===== src/rtl/vliw_ctrl_pkg.sv =====
// Shared encodings, control-field codes and the per-slot control bundle
// used by the VLIW ID/EX control stage.
package vliw_ctrl_pkg;

  localparam logic [6:0] OP_IMM   = 7'b0010011;
  localparam logic [6:0] OP_REG   = 7'b0110011;
  localparam logic [6:0] OP_JALR  = 7'b1100111;
  localparam logic [6:0] OP_STORE = 7'b0100011;

  localparam logic [2:0] F3_ADDI = 3'b000;
  localparam logic [2:0] F3_SLTI = 3'b010;
  localparam logic [2:0] F3_SRLI = 3'b101;
  localparam logic [2:0] F3_XOR  = 3'b100;
  localparam logic [2:0] F3_JALR = 3'b000;
  localparam logic [2:0] F3_SW   = 3'b010;

  localparam logic [1:0] Q0 = 2'b00;
  localparam logic [1:0] Q1 = 2'b01;
  localparam logic [2:0] F3_CLW   = 3'b010;
  localparam logic [2:0] F3_CLUI  = 3'b011;
  localparam logic [2:0] F3_CBEQZ = 3'b110;
  localparam logic [2:0] F3_CBNEZ = 3'b111;

  localparam logic [1:0] ALUOP_ADD = 2'b00;
  localparam logic [1:0] ALUOP_XOR = 2'b01;
  localparam logic [1:0] ALUOP_SHF = 2'b10;
  localparam logic [1:0] ALUOP_CMP = 2'b11;

  localparam logic [2:0] SRCB_RS2   = 3'b000;
  localparam logic [2:0] SRCB_SHAMT = 3'b001;
  localparam logic [2:0] SRCB_IMMI  = 3'b010;
  localparam logic [2:0] SRCB_IMMS  = 3'b011;
  localparam logic [2:0] SRCB_PC4   = 3'b100;

  localparam logic [1:0] MEMTOREG_ALU  = 2'b00;
  localparam logic [1:0] MEMTOREG_LINK = 2'b01;
  localparam logic [1:0] MEMTOREG_MEM  = 2'b10;

  localparam logic [1:0] PCSEL_SEQ    = 2'b00;
  localparam logic [1:0] PCSEL_BRANCH = 2'b01;
  localparam logic [1:0] PCSEL_JUMP   = 2'b10;

  typedef struct packed {
    logic       regwrite;
    logic       memwrite;
    logic       memread;
    logic       jump;
    logic       branch;
    logic       slti;
    logic [1:0] aluop;
    logic [2:0] alusrcb;
    logic [1:0] memtoreg;
  } ctrl_bundle_t;

  localparam ctrl_bundle_t CTRL_NOP = '0;

  typedef enum logic {
    ST_RUN   = 1'b0,
    ST_FLUSH = 1'b1
  } fsm_state_t;

endpackage


===== src/rtl/vliw_ctrl_stage_slot_decoder.sv =====
// Combinational decoder for one issue slot: full (opcode+funct3) or
// compressed (quadrant+funct3) encoding to a control bundle plus illegal flag.
module slot_decoder
  import vliw_ctrl_pkg::*;
#(
  parameter bit COMPRESSED = 1'b0
) (
  input  logic [6:0]   opcode,
  input  logic [2:0]   funct3,
  output ctrl_bundle_t ctrl,
  output logic         illegal
);

  always_comb begin
    ctrl    = CTRL_NOP;
    illegal = 1'b0;
    if (COMPRESSED) begin
      // Only the quadrant bits are meaningful in a compressed slot.
      case ({opcode[1:0], funct3})
        {Q0, F3_CLW}: begin
          ctrl.regwrite = 1'b1;
          ctrl.memread  = 1'b1;
          ctrl.memtoreg = MEMTOREG_MEM;
          ctrl.alusrcb  = SRCB_IMMI;
        end
        {Q1, F3_CLUI}: begin
          ctrl.regwrite = 1'b1;
          ctrl.alusrcb  = SRCB_IMMI;
        end
        {Q1, F3_CBEQZ}, {Q1, F3_CBNEZ}: ctrl.branch = 1'b1;
        default: illegal = 1'b1;
      endcase
    end else begin
      case ({opcode, funct3})
        {OP_IMM, F3_ADDI}: begin
          ctrl.regwrite = 1'b1;
          ctrl.aluop    = ALUOP_ADD;
          ctrl.alusrcb  = SRCB_IMMI;
        end
        {OP_IMM, F3_SLTI}: begin
          ctrl.regwrite = 1'b1;
          ctrl.aluop    = ALUOP_CMP;
          ctrl.alusrcb  = SRCB_IMMI;
          ctrl.slti     = 1'b1;
        end
        {OP_IMM, F3_SRLI}: begin
          ctrl.regwrite = 1'b1;
          ctrl.aluop    = ALUOP_SHF;
          ctrl.alusrcb  = SRCB_SHAMT;
        end
        {OP_REG, F3_XOR}: begin
          ctrl.regwrite = 1'b1;
          ctrl.aluop    = ALUOP_XOR;
          ctrl.alusrcb  = SRCB_RS2;
        end
        {OP_JALR, F3_JALR}: begin
          ctrl.regwrite = 1'b1;
          ctrl.jump     = 1'b1;
          ctrl.memtoreg = MEMTOREG_LINK;
          ctrl.alusrcb  = SRCB_PC4;
        end
        {OP_STORE, F3_SW}: begin
          ctrl.memwrite = 1'b1;
          ctrl.alusrcb  = SRCB_IMMS;
        end
        default: illegal = 1'b1;
      endcase
    end
  end

endmodule


===== src/rtl/vliw_ctrl_stage.sv =====
// ID/EX control stage: per-slot decode, intra-bundle squash, EX control
// register, redirect FSM driving pc_sel/if_flush, sticky illegal capture.
module vliw_ctrl_stage
  import vliw_ctrl_pkg::*;
#(
  parameter int                   NUM_SLOTS    = 2,
  parameter logic [NUM_SLOTS-1:0] COMP_MASK    = 2'b10,
  parameter int                   FLUSH_CYCLES = 1,
  localparam int                  SLOT_W       = (NUM_SLOTS > 1) ? $clog2(NUM_SLOTS) : 1
) (
  input  logic                     clk,
  input  logic                     rst_n,
  input  logic [NUM_SLOTS-1:0]     id_valid,
  input  logic [7*NUM_SLOTS-1:0]   id_opcode,
  input  logic [3*NUM_SLOTS-1:0]   id_funct3,
  input  logic                     stall,
  input  logic                     ex_br_taken,
  output logic [NUM_SLOTS-1:0]     ex_valid,
  output logic [NUM_SLOTS-1:0]     ex_regwrite,
  output logic [NUM_SLOTS-1:0]     ex_memwrite,
  output logic [NUM_SLOTS-1:0]     ex_memread,
  output logic [NUM_SLOTS-1:0]     ex_jump,
  output logic [NUM_SLOTS-1:0]     ex_branch,
  output logic [NUM_SLOTS-1:0]     ex_slti,
  output logic [2*NUM_SLOTS-1:0]   ex_aluop,
  output logic [3*NUM_SLOTS-1:0]   ex_alusrcb,
  output logic [2*NUM_SLOTS-1:0]   ex_memtoreg,
  output logic [1:0]               pc_sel,
  output logic                     if_flush,
  output logic                     illegal_err,
  output logic [SLOT_W-1:0]        illegal_slot,
  output logic                     fsm_state
);

  ctrl_bundle_t           dec_ctrl [NUM_SLOTS];
  logic [NUM_SLOTS-1:0]   dec_ill;
  ctrl_bundle_t           nxt_ctrl [NUM_SLOTS];
  logic [NUM_SLOTS-1:0]   nxt_valid;
  logic                   jalr_hit;
  logic                   ill_hit;
  logic [SLOT_W-1:0]      ill_idx;
  logic                   blocked;

  ctrl_bundle_t           ex_q [NUM_SLOTS];
  logic [NUM_SLOTS-1:0]   ex_valid_q;
  fsm_state_t             state;
  logic [2:0]             cnt;

  for (genvar g = 0; g < NUM_SLOTS; g++) begin : g_dec
    slot_decoder #(.COMPRESSED(COMP_MASK[g])) u_dec (
      .opcode  (id_opcode[7*g +: 7]),
      .funct3  (id_funct3[3*g +: 3]),
      .ctrl    (dec_ctrl[g]),
      .illegal (dec_ill[g])
    );
  end

  // The oldest valid jalr or illegal slot blocks every younger slot.
  always_comb begin
    nxt_valid = '0;
    jalr_hit  = 1'b0;
    ill_hit   = 1'b0;
    ill_idx   = '0;
    blocked   = 1'b0;
    for (int i = 0; i < NUM_SLOTS; i++) begin
      nxt_ctrl[i] = CTRL_NOP;
      if (id_valid[i] && !blocked) begin
        if (dec_ill[i]) begin
          blocked = 1'b1;
          ill_hit = 1'b1;
          ill_idx = SLOT_W'(i);
        end else begin
          nxt_ctrl[i]  = dec_ctrl[i];
          nxt_valid[i] = 1'b1;
          if (dec_ctrl[i].jump) begin
            blocked  = 1'b1;
            jalr_hit = 1'b1;
          end
        end
      end
    end
  end

  // Redirect clears EX regardless of stall; wrong-path bundles during FLUSH load as bubbles.
  always_ff @(posedge clk or negedge rst_n) begin
    if (!rst_n) begin
      ex_valid_q <= '0;
      for (int i = 0; i < NUM_SLOTS; i++) ex_q[i] <= CTRL_NOP;
    end else if (ex_br_taken) begin
      ex_valid_q <= '0;
      for (int i = 0; i < NUM_SLOTS; i++) ex_q[i] <= CTRL_NOP;
    end else if (!stall) begin
      if (state == ST_RUN) begin
        ex_valid_q <= nxt_valid;
        for (int i = 0; i < NUM_SLOTS; i++) ex_q[i] <= nxt_ctrl[i];
      end else begin
        ex_valid_q <= '0;
        for (int i = 0; i < NUM_SLOTS; i++) ex_q[i] <= CTRL_NOP;
      end
    end
  end

  // The flush counter runs through stalls so the IF squash window is fixed length.
  always_ff @(posedge clk or negedge rst_n) begin
    if (!rst_n) begin
      state    <= ST_RUN;
      cnt      <= '0;
      pc_sel   <= PCSEL_SEQ;
      if_flush <= 1'b0;
    end else if (ex_br_taken) begin
      state    <= ST_FLUSH;
      cnt      <= 3'(FLUSH_CYCLES);
      pc_sel   <= PCSEL_BRANCH;
      if_flush <= 1'b1;
    end else begin
      case (state)
        ST_RUN: begin
          if (!stall && jalr_hit) begin
            state    <= ST_FLUSH;
            cnt      <= 3'(FLUSH_CYCLES);
            pc_sel   <= PCSEL_JUMP;
            if_flush <= 1'b1;
          end
        end
        ST_FLUSH: begin
          if (cnt <= 3'd1) begin
            state    <= ST_RUN;
            cnt      <= '0;
            pc_sel   <= PCSEL_SEQ;
            if_flush <= 1'b0;
          end else begin
            cnt <= cnt - 3'd1;
          end
        end
        default: begin
          state    <= ST_RUN;
          cnt      <= '0;
          pc_sel   <= PCSEL_SEQ;
          if_flush <= 1'b0;
        end
      endcase
    end
  end

  // Only ops that would actually issue are reported; wrong-path garbage is ignored.
  always_ff @(posedge clk or negedge rst_n) begin
    if (!rst_n) begin
      illegal_err  <= 1'b0;
      illegal_slot <= '0;
    end else if (!illegal_err && !stall && !ex_br_taken && state == ST_RUN && ill_hit) begin
      illegal_err  <= 1'b1;
      illegal_slot <= ill_idx;
    end
  end

  assign ex_valid  = ex_valid_q;
  assign fsm_state = state;

  for (genvar g = 0; g < NUM_SLOTS; g++) begin : g_out
    assign ex_regwrite[g]          = ex_q[g].regwrite;
    assign ex_memwrite[g]          = ex_q[g].memwrite;
    assign ex_memread[g]           = ex_q[g].memread;
    assign ex_jump[g]              = ex_q[g].jump;
    assign ex_branch[g]            = ex_q[g].branch;
    assign ex_slti[g]              = ex_q[g].slti;
    assign ex_aluop[2*g +: 2]      = ex_q[g].aluop;
    assign ex_alusrcb[3*g +: 3]    = ex_q[g].alusrcb;
    assign ex_memtoreg[2*g +: 2]   = ex_q[g].memtoreg;
  end

endmodule


===== config.mk =====
export PLATFORM = sky130hd
export DESIGN_NAME = vliw_ctrl_stage
export DESIGN_NICKNAME = d
export VERILOG_FILES = /design/src/rtl/vliw_ctrl_pkg.sv /design/src/rtl/vliw_ctrl_stage_slot_decoder.sv /design/src/rtl/vliw_ctrl_stage.sv
export SDC_FILE = /design/constraint.sdc
export NUM_CORES = 1
export LEC_CHECK = 0
export BUFFER_PORTS_ARGS = -buffer_cell sky130_fd_sc_hd__clkbuf_2
export CORE_ASPECT_RATIO = 0.7
export CORE_MARGIN = 5
export CORE_UTILIZATION = 46
export CTS_BUF_LIST = sky130_fd_sc_hd__clkbuf_4 sky130_fd_sc_hd__clkbuf_8 sky130_fd_sc_hd__clkbuf_16
export CTS_CLUSTER_SIZE = 16
export DETAILED_ROUTE_END_ITERATION = 8
export PLACE_DENSITY = 0.86
export SYNTH_ARGS = -nofsm -noshare
export SYNTH_HDL_FRONTEND = slang
export SYNTH_SLANG_ARGS = --single-unit

===== constraint.sdc =====
create_clock -name clk -period 1.8 [get_ports clk]
set_input_delay 0.18 -clock clk [delete_from_list [all_inputs] [get_ports clk]]
set_output_delay 0.18 -clock clk [all_outputs]
set_load 0.03 [all_outputs]

==> results of run 1 <==
-- layer usage --
| metal | global-route usage | wire (um) | vias up |
|---|---|---|---|
| li1 | - | - | 544 |
| met3 | 0.0477 | 286 | 5 |
| met1 | 0.193 | 1310 | 505 |
| met5 | 0 | 0 | - |
| met2 | 0.231 | 1140 | 46 |
| met4 | 0.0361 | 29 | 0 |
-- per-stage QoR --
step	cell area [um^2]	hold WS (ps)	utilization	setup slack, ps	power (W)
finish	1550	145	0.559	169	0.00141
global route	1550	148	0.559	10.3	0.00149
CTS	1550	140	0.559	175	0.00142
detailed placement	1490	194	0.539	187	0.00110
global placement	1490	195	0.539	227	0.00109
floorplan	1340	-116	-	260	0.000981
-- worst max path at each step --
| stage | to | slack, ps |
|---|---|---|
| after floorplan | ex_alusrcb[0]$_DFFE_PN0P_ | 260 |
| after global placement | ex_alusrcb[0]$_DFFE_PN0P_ | 230 |
| after detailed placement | ex_alusrcb[0]$_DFFE_PN0P_ | 190 |
| after CTS | ex_alusrcb[0]$_DFFE_PN0P_ | 170 |
| after global routing | ex_alusrcb[0]$_DFFE_PN0P_ | 10 |
| final | ex_alusrcb[0]$_DFFE_PN0P_ | 170 |
-- synthesized netlist by cell type --
library cell | instances | area [um^2]
sky130_fd_sc_hd__a21oi_2 | 1 | 8.76
sky130_fd_sc_hd__nor2_1 | 6 | 22.5
sky130_fd_sc_hd__a21oi_1 | 5 | 25.0
sky130_fd_sc_hd__nand2_1 | 24 | 90.1
sky130_fd_sc_hd__a32o_1 | 1 | 10.0
sky130_fd_sc_hd__nor4b_4 | 1 | 23.8
sky130_fd_sc_hd__nand3b_1 | 1 | 7.51
sky130_fd_sc_hd__o311ai_1 | 1 | 8.76
sky130_fd_sc_hd__nor2b_1 | 5 | 31.3
sky130_fd_sc_hd__nor2_2 | 1 | 6.26
sky130_fd_sc_hd__o21a_1 | 1 | 7.51
sky130_fd_sc_hd__clkbuf_1 | 1 | 3.75
sky130_fd_sc_hd__dfrtp_1 | 23 | 576
sky130_fd_sc_hd__xnor2_1 | 1 | 8.76
sky130_fd_sc_hd__o21bai_1 | 1 | 7.51
sky130_fd_sc_hd__nand3_1 | 4 | 20.0
sky130_fd_sc_hd__a22o_1 | 1 | 8.76
sky130_fd_sc_hd__nand4_2 | 1 | 12.5
sky130_fd_sc_hd__o31ai_2 | 3 | 37.5
sky130_fd_sc_hd__o21ai_1 | 3 | 15.0
sky130_fd_sc_hd__nor4_1 | 1 | 6.26
sky130_fd_sc_hd__o21ai_0 | 6 | 30.0
sky130_fd_sc_hd__and4bb_2 | 1 | 12.5
sky130_fd_sc_hd__buf_4 | 14 | 105
sky130_fd_sc_hd__and3b_1 | 1 | 8.76
sky130_fd_sc_hd__conb_1 | 1 | 3.75
sky130_fd_sc_hd__o22ai_1 | 1 | 6.26
sky130_fd_sc_hd__a22oi_1 | 1 | 7.51
sky130_fd_sc_hd__nand4b_1 | 1 | 8.76
sky130_fd_sc_hd__or3_1 | 2 | 12.5
sky130_fd_sc_hd__or2_2 | 1 | 6.26
sky130_fd_sc_hd__inv_1 | 2 | 7.51
sky130_fd_sc_hd__o21ai_2 | 1 | 8.76
sky130_fd_sc_hd__nor3_1 | 3 | 15.0
sky130_fd_sc_hd__o31a_1 | 2 | 17.5
sky130_fd_sc_hd__a21o_1 | 5 | 37.5
sky130_fd_sc_hd__nand2b_1 | 1 | 6.26
sky130_fd_sc_hd__nor3b_1 | 3 | 22.5
sky130_fd_sc_hd__xor2_1 | 1 | 8.76
sky130_fd_sc_hd__and3_1 | 2 | 12.5
sky130_fd_sc_hd__ha_1 | 2 | 25.0
-- state kept, by name (all words and copies together) (netlist names), 2 cells and up --
name and cells:
ex_alusrcb 4, cnt 3, ex_aluop 2, ex_valid 2, pc_sel 2
-- worst max-delay path: stages, from the launching register on --
cell	delay, ps
sky130_fd_sc_hd__dfrtp_1	440
sky130_fd_sc_hd__nor3_1	380
sky130_fd_sc_hd__nand2_1	170
sky130_fd_sc_hd__or3_1	440
sky130_fd_sc_hd__o311ai_1	110
-- logic make-up after synthesis --
family | synth area share
simple gates | 0.250
buf+inv | 0.0895
xor+xnor | 0.0135
fa+ha+maj | 0.0192
compound gates | 0.182
flops | 0.443
other cells | 0.00288
-- timing repair --
action	CTS	global route
resized for setup	0	0
hold endpoints to repair	23	0
hold buffers	1	0
-- power by group --
group / switching, W / internal [W]
clock network: 0.000158 / 0.000154
logic: 0.000298 / 0.000157
registers: 0.0000573 / 0.000584
total: 0.000514 / 0.000895
-- cells in the final DEF, fill, tap and decap left out, types with 3 or more instances in the layout --
master and n:
sky130_fd_sc_hd__nor2_1 6, sky130_fd_sc_hd__o21ai_1 3, sky130_fd_sc_hd__a21oi_1 5, sky130_fd_sc_hd__conb_1 11, sky130_fd_sc_hd__o21ai_0 6, sky130_fd_sc_hd__dfrtp_1 23, sky130_fd_sc_hd__clkbuf_8 3, sky130_fd_sc_hd__clkbuf_2 43
sky130_fd_sc_hd__nor3b_1 3, sky130_fd_sc_hd__nor2b_1 5, sky130_fd_sc_hd__o31ai_2 3, sky130_fd_sc_hd__a21o_1 5, sky130_fd_sc_hd__nor3_1 3, sky130_fd_sc_hd__nand2_1 24, sky130_fd_sc_hd__nand3_1 4
-- area by class of cell --
class / instances / area (um^2) / area share
multi-input combinational: 107 / 646 / 0.418
inverter: 2 / 7.51 / 0.00486
timing repair buffer: 44 / 225 / 0.146
sequential: 23 / 576 / 0.372
clock buffer: 3 / 41.3 / 0.0267
clock inverter: 1 / 5.00 / 0.00324
tap: 36 / 45.0 / 0.0291
==> summary by stage, run 1 <==
Die
The die extent in y is 54.5 um. Measured along the x axis, the die boundary spans 73.5 um. The die area is 4010 um^2. The initial utilization of the core area, before any placement, comes to 0.471.

The standard-cell row count is 16. 60 I/O pins were placed. The core footprint is 2760 um^2.

Pwr
The analysis attributes to cell leakage a power of 0.814 nW. Power spread over the standard cell area amounts to 912 nW/um^2. The worst ir drop on vdd is 0.685 mV.

Layout
The number of antenna cells inserted is 0. The final cell count without fillers is 216. The number of nets in the finished design is 209. The share of final-layout standard cells stronger than drive strength 1 is 0.317.

The relative area change from synthesis to final layout is 18.9%. The filler cells instantiated in the layout total 252.

Global route
The total overflow left after global routing is 0. The number of global-route vias before repair came to 1011. The first global-routing pass estimated 4480 um of wire. Entering global routing, the biggest net connects 24 pins. The initial antenna violation count is 0. For this run, the total global-route usage over all layers was measured as 0.145.

Setup path
The startpoint of the most critical register-to-register path is fsm_state$_DFF_PN0_. The startpoint type of the worst setup path is a flop. The required time of the critical path is 1970 ps. In this run the worst path has a maximum fanout of 6. Setup slack on the worst reg-to-reg path comes out at 170 ps.

STA classifies the critical path endpoint as a flop. The number of cells on the worst reg-to-reg path is 4. The setup path with the least slack is of type flop to flop. STA puts the critical path data arrival time at 1800 ps. The endpoint identified for the worst register-to-register timing path is ex_alusrcb[0]$_DFFE_PN0P_. The launch point of the critical path is fsm_state$_DFF_PN0_.

STA
Derived from the worst setup path, the maximum achievable clock frequency is 0.613 GHz. After layout, the minimum clock period comes to 1630 ps. At the pin with the least slew margin, the transition time is 968 ps. In the finished design, the share of the clock period the worst path needs comes to 0.906. Clock skew on the completed layout was measured at 3.58 ps. After routing, the total negative slack on setup checks comes to 0 ps. The number of max-slew violations in the final report is 0. The worst slew margin relative to its limit is 0.354. The setup violation total in the final timing report is 0. Setup repair after global routing left no endpoint under its margin. The number of hold violations in the final report came to 0.

Logic synthesis
Synthesis handed over a netlist of 137 instances. Yosys mapped the design onto 41 distinct sky130hd cell types. Each instance of the synthesized netlist takes up on average 9.49 um^2. The flip-flop and latch count after synthesis is 23. The synthesized netlist occupies a cell area of 1300 um^2. The count of yosys warnings during synthesis is 0. The share of synthesized area occupied by flip-flops and latches is 0.443.

Drt
The first detailed-routing pass ran for 4 iterations. Using the TritonRoute via totals, the vias-per-cell ratio works out to 5.09. In the routed design, unresolved DRC markers number 0. The first-iteration detailed-routing DRC count is 25. For this block, the routed nets add up to 2770 um of wire. The remaining antenna violation count after routing is 0. The average routed wire per standard cell is 12.8 um. The routed layout has 1100 vias.

Placement
During placement, the flow inserted port buffers numbering 43. Routability-driven placement finished with a final weighted congestion of 0.819. Once detailed placement completed, the half-perimeter wirelength came to 2230 um. The instance count after placement with tap cells included is 211.

CTS
For the worst-skew pair, the clock arrives at the later sink with an insertion delay of 260 ps. In this run the number of H-tree levels came out at 1. The number of buffers inserted to repair setup after CTS is 0. Counting along the longest clock path gives a buffer depth of 2. The clock transition at the registers of the reported paths is 80 ps. The CTS tree is done.

Counting every sink on the clock net gives 23. The CTS root buffer is sky130_fd_sc_hd__clkbuf_8. TritonCTS created 3 clock buffers.

Hold path
The path with the worst hold slack has its endpoint at ex_alusrcb[4]$_DFFE_PN0P_. The worst hold path begins at id_funct3[5]. The classification of the worst-slack hold path is input pin to flop.

The worst hold path passes through 2 cells.

Flow run
The tool flagged a number of max-cap violations equal to 0.

Status
The run finished with clean final reports.
Power figures use the tool's default switching activity.
==> inputs of run 2 (changes only) <==
--- a/config.mk
+++ b/config.mk
@@ -8,11 +8,12 @@
 export BUFFER_PORTS_ARGS = -buffer_cell sky130_fd_sc_hd__clkbuf_2
 export CORE_ASPECT_RATIO = 0.7
 export CORE_MARGIN = 5
-export CORE_UTILIZATION = 46
+export CORE_UTILIZATION = 52
 export CTS_BUF_LIST = sky130_fd_sc_hd__clkbuf_4 sky130_fd_sc_hd__clkbuf_8 sky130_fd_sc_hd__clkbuf_16
 export CTS_CLUSTER_SIZE = 16
 export DETAILED_ROUTE_END_ITERATION = 8
-export PLACE_DENSITY = 0.86
+export PLACE_DENSITY = 0.88
 export SYNTH_ARGS = -nofsm -noshare
 export SYNTH_HDL_FRONTEND = slang
+export SYNTH_HIERARCHICAL = 1
 export SYNTH_SLANG_ARGS = --single-unit
==> constraint.sdc (replaced) <==
create_clock -name clk -period 1.8 [get_ports clk]
set_input_delay 0 -clock clk [delete_from_list [all_inputs] [get_ports clk]]
set_output_delay 0 -clock clk [all_outputs]
set_load 0.03 [all_outputs]
==> summary by stage, run 2 <==
STA
The upper clock frequency limit is 0.663 GHz (+8.1%). The minimum clock period is 1510 ps (-122 ps). The transition time at the pin with the least slew margin is 510 ps (-458 ps).

Setup repair after global routing left no endpoint under its margin. The number of hold violations in the final report is 0 (unchanged). The setup TNS is 0 ps (unchanged). The setup violation total in the final timing report is 0 (unchanged). The worst clock skew is 3.02 ps (-0.559 ps). The final clock period utilization by the worst path was 0.838 (-0.0679).

The worst slew margin relative to its limit is 0.660 (+0.307). The number of max-slew violations in the final report came to 0 (unchanged).

Logic synthesis
The mux contribution to synthesized area came to 0 (unchanged). The post-synthesis share of cell area spent on and, or, nand and nor gates was 0.185 (-0.0654). The largest total area in the synthesized netlist belongs to sky130_fd_sc_hd__dfrtp_1. The mean area per synthesized cell is 11.3 um^2 (+19%). The share of the synthesized area in the top cell type is 0.475 (+0.0322). The number of standard cells after synthesis is 173 (+26%). The number of synthesized flops with an enable pin was 0 (unchanged). By count the netlist is led by sky130_fd_sc_hd__dfrtp_1, sky130_fd_sc_hd__a22o_2, sky130_fd_sc_hd__buf_4, sky130_fd_sc_hd__a22o_1, sky130_fd_sc_hd__nand2_1.

The count of different cell masters after synthesis is 49 (+20%). The xor and xnor fraction of the mapped netlist area is 0.00899 (-0.00449). The compound-cell area share of the yosys netlist is 0.224 (+0.0421). The flip-flop and latch count after synthesis is 37 (+61%).

The adder and majority cell fraction of the synthesized area was 0.0128 (-0.00641). The count of yosys warnings during synthesis came to 6 (+6). The most frequent cell after synthesis is sky130_fd_sc_hd__dfrtp_1. The share of synthesized area occupied by flip-flops and latches is 0.475 (+0.0322).

After synthesis, the cell types taking the most area are sky130_fd_sc_hd__dfrtp_1, sky130_fd_sc_hd__a22o_2, sky130_fd_sc_hd__a22o_1, sky130_fd_sc_hd__buf_4, sky130_fd_sc_hd__buf_6. The largest family of logic cells by synthesized area is compound AO/OA/AOI/OAI gates. The netlist area before placement is 1950 um^2 (+50%). The share of synthesized flip-flops with an asynchronous set or reset is 1.00 (unchanged).

The most frequently used flop master after synthesis is sky130_fd_sc_hd__dfrtp_1.

Layout
The number of nets in the finished design is 264 (+26%). The number of flip-flops in the largest register was 6 (+2). The share of final-layout standard cells stronger than drive strength 1 is 0.424 (+0.107). The most frequent standard cell in the layout excluding fill and tap cells is sky130_fd_sc_hd__clkbuf_2. The final cell count without fillers is 286 (+32%). The final core utilization is 0.671 (+0.112). The area occupied by multi-input gates was 887 um^2 (+37%). The library cells used most frequently in the layout, excluding fill and tap cells, are sky130_fd_sc_hd__clkbuf_2, sky130_fd_sc_hd__dfrtp_1, sky130_fd_sc_hd__a22o_2, sky130_fd_sc_hd__a22o_1. The sequential cell area in the final layout is 926 um^2 (+61%). The number of antenna cells inserted is 0 (unchanged).

The relative area change from synthesis to final layout is 22.5%. The number of fill cells is 300 (+19%).

Drt
The detailed-route wire length is 4100 um (+48%). The remaining antenna violation count after routing is 0 (unchanged). The routed via count divided by cell count is 5.34 (+4.8%). The first-iteration detailed-routing DRC count came to 98 (+290%). The number of search-and-repair iterations in the first detailed-routing pass was 4 (unchanged). The average routed wire per standard cell is 14.3 um (+12%). The via count of the routed design is 1527 (+39%).

The DRC violations left came to 0 (unchanged).

Setup path
Walking the worst path, the cells encountered are clkbuf_2 > or4b_4 > a211oi_1 > a31oi_1 > o21ai_1 > nand2_1 > nor3_4 > a22o_1. The data arrival at the endpoint of the critical path came to 1730 ps (-70 ps). For this design, the slowest cell found on the critical path is sky130_fd_sc_hd__or4b_4. The required time of the critical path came to 2020 ps (+50 ps). The maximum single-stage delay on the critical path is 570 ps (+130 ps). STA classifies the critical path endpoint as a flop. The kind of critical path is input pin to flop. The worst setup path is launched from an input pin. The maximum fanout along the worst path came to 8 (+2).

CTS
TritonCTS built the clock tree. The insertion delay to the later sink of the worst-skew pair is 280 ps (+20 ps). The clock transition at the registers of the reported paths came to 70 ps (about the same). The total of hold buffers inserted after clock tree synthesis is 2 (+1).

The number of buffers inserted to repair setup after CTS is 0 (unchanged). The count of cells resized by post-cts repair was 0 (unchanged). The deepest level of the CTS H-tree is 2 (+1). The number of sinks driven by the clock tree is 37 (+61%). The number of buffers inserted during clock tree synthesis is 5 (+2). The buffer depth of the longest clock path is 2 (unchanged).

CTS placed an instance of sky130_fd_sc_hd__clkbuf_8 at the clock tree root.

Die
The die area is 5090 um^2 (+27%). The die extent in y was 61.2 um (+12%). The chip width is 83.2 um (+13%).

The standard-cell row count was 18 (+2). The core footprint came to 3560 um^2 (+29%). The initial standard-cell utilization of the core was 0.548 (+0.0773). The number of I/O pins came to 60 (unchanged).

Global route
The maximum number of pins on one net before global-route repair is 29 (+21%). The wire length of the first global-routing pass was 7070 um (+58%). The global-route usage over all layers is 0.178 (+0.0324). The initial antenna violation count is 0 (unchanged).

The number of global-route vias before repair is 1457 (+44%). The sum of overflow across all layers after global routing was 0 (unchanged).

Placement
The last weighted congestion value of the routability-driven placer is 0.843 (+2.9%). The half-perimeter wire length of the detailed placement result was 3230 um (+45%). The count of port buffers added during placement is 54 (+26%). The instance count after placement with tap cells included was 277 (+31%).

Pwr
The leakage dissipation is 1.25 nW (+53%). The power consumption is 0.00180 W (+28%). The total power per unit cell area is 755 nW/um^2 (-17%). The worst ir drop on vdd was 0.607 mV (-11%).

Hold path
The min-delay analysis places its worst path in the category input pin to flop.

Flow run
The number of max-cap violations is 0 (unchanged).

Status
The flow ran to the end, and the final reports show no timing, DRC or antenna violations.
[run 2: cell types whose count changed after synthesis, sizes merged, moves of 3 or more]
cell / change
and2b: +3
o21ai: -3
nand2: -15
dfrtp: +14
a22o: +26
nor3: +5
nor2b: -3
buf: +4
[run 2: final timing paths]
check	slack, ps	start	end	depth (start not counted)
worst max-delay path	290	id_funct3[0]	ex_branch[1]$_DFFE_PN0P_	8
worst min-delay path	40	id_valid[1]	illegal_slot$_DFFE_PN0P_	3
worst max register to register	320	fsm_state$_DFF_PN0_	ex_alusrcb[1]$_DFFE_PN0P_	4
worst min register to register	500	ex_valid[0]$_DFFE_PN0P_	ex_valid[0]$_DFFE_PN0P_	1
max in group asynchronous	1000	rst_n	cnt[1]$_DFFE_PN0P_	3
min in group asynchronous	190	rst_n	ex_memread[0]$_DFFE_PN0P_	2
[run 2: kinds of logic (layout without fill, tap and decap cells)]
group	after synthesis	in the layout
DFF	37	37
AOI/OAI and AO/OA	54	54
and+or+nand+nor	51	51
other	2	11
buffers and inverters	25	79
xor gates and xnor gates	2	2
adders and majority gates	2	2
[run 2: routing by layer]
metal  up-vias  global-route usage  share of wire
li1        746                   -              -
met1       726               0.243           0.47
met2        48               0.271           0.45
met3         7              0.0561          0.067
met4         0              0.0676          0.012
met5         -                   0              0
[run 2: through the flow]
stage                     setup slack, ps  area, um^2  hold slack, ps
after floorplan                      7.14        1990            -296
after global placement               49.2        2260           -47.0
after detailed placement             6.84        2260           -48.1
after CTS                             293        2390            23.2
after global routing                  180        2390            33.7
final                                 292        2390            43.3
[run 2: cell type report]
type	count	share of cell area
tap	50	0.0262
clock inverter	2	0.0147
multi-input combinational	120	0.372
timing repair buffer	68	0.165
sequential	37	0.388
clock buffer	5	0.0288
inverter	4	0.00629
[run 2: where the power goes]
group	total (W)	internal, W	switching (W)
Clock	0.000675	0.000402	0.000273
Combinational	0.000251	0.0000909	0.000160
Sequential	0.000875	0.000855	0.0000207
Total	0.00180	0.00135	0.000454
[run 2: worst max-delay path, delay by kind of cell]
kind | cells | cell delay [ps]
buffers and inverters | 1 | 100
AND/OR/NAND/NOR | 3 | 950
AO/OA/AOI/OAI | 4 | 690
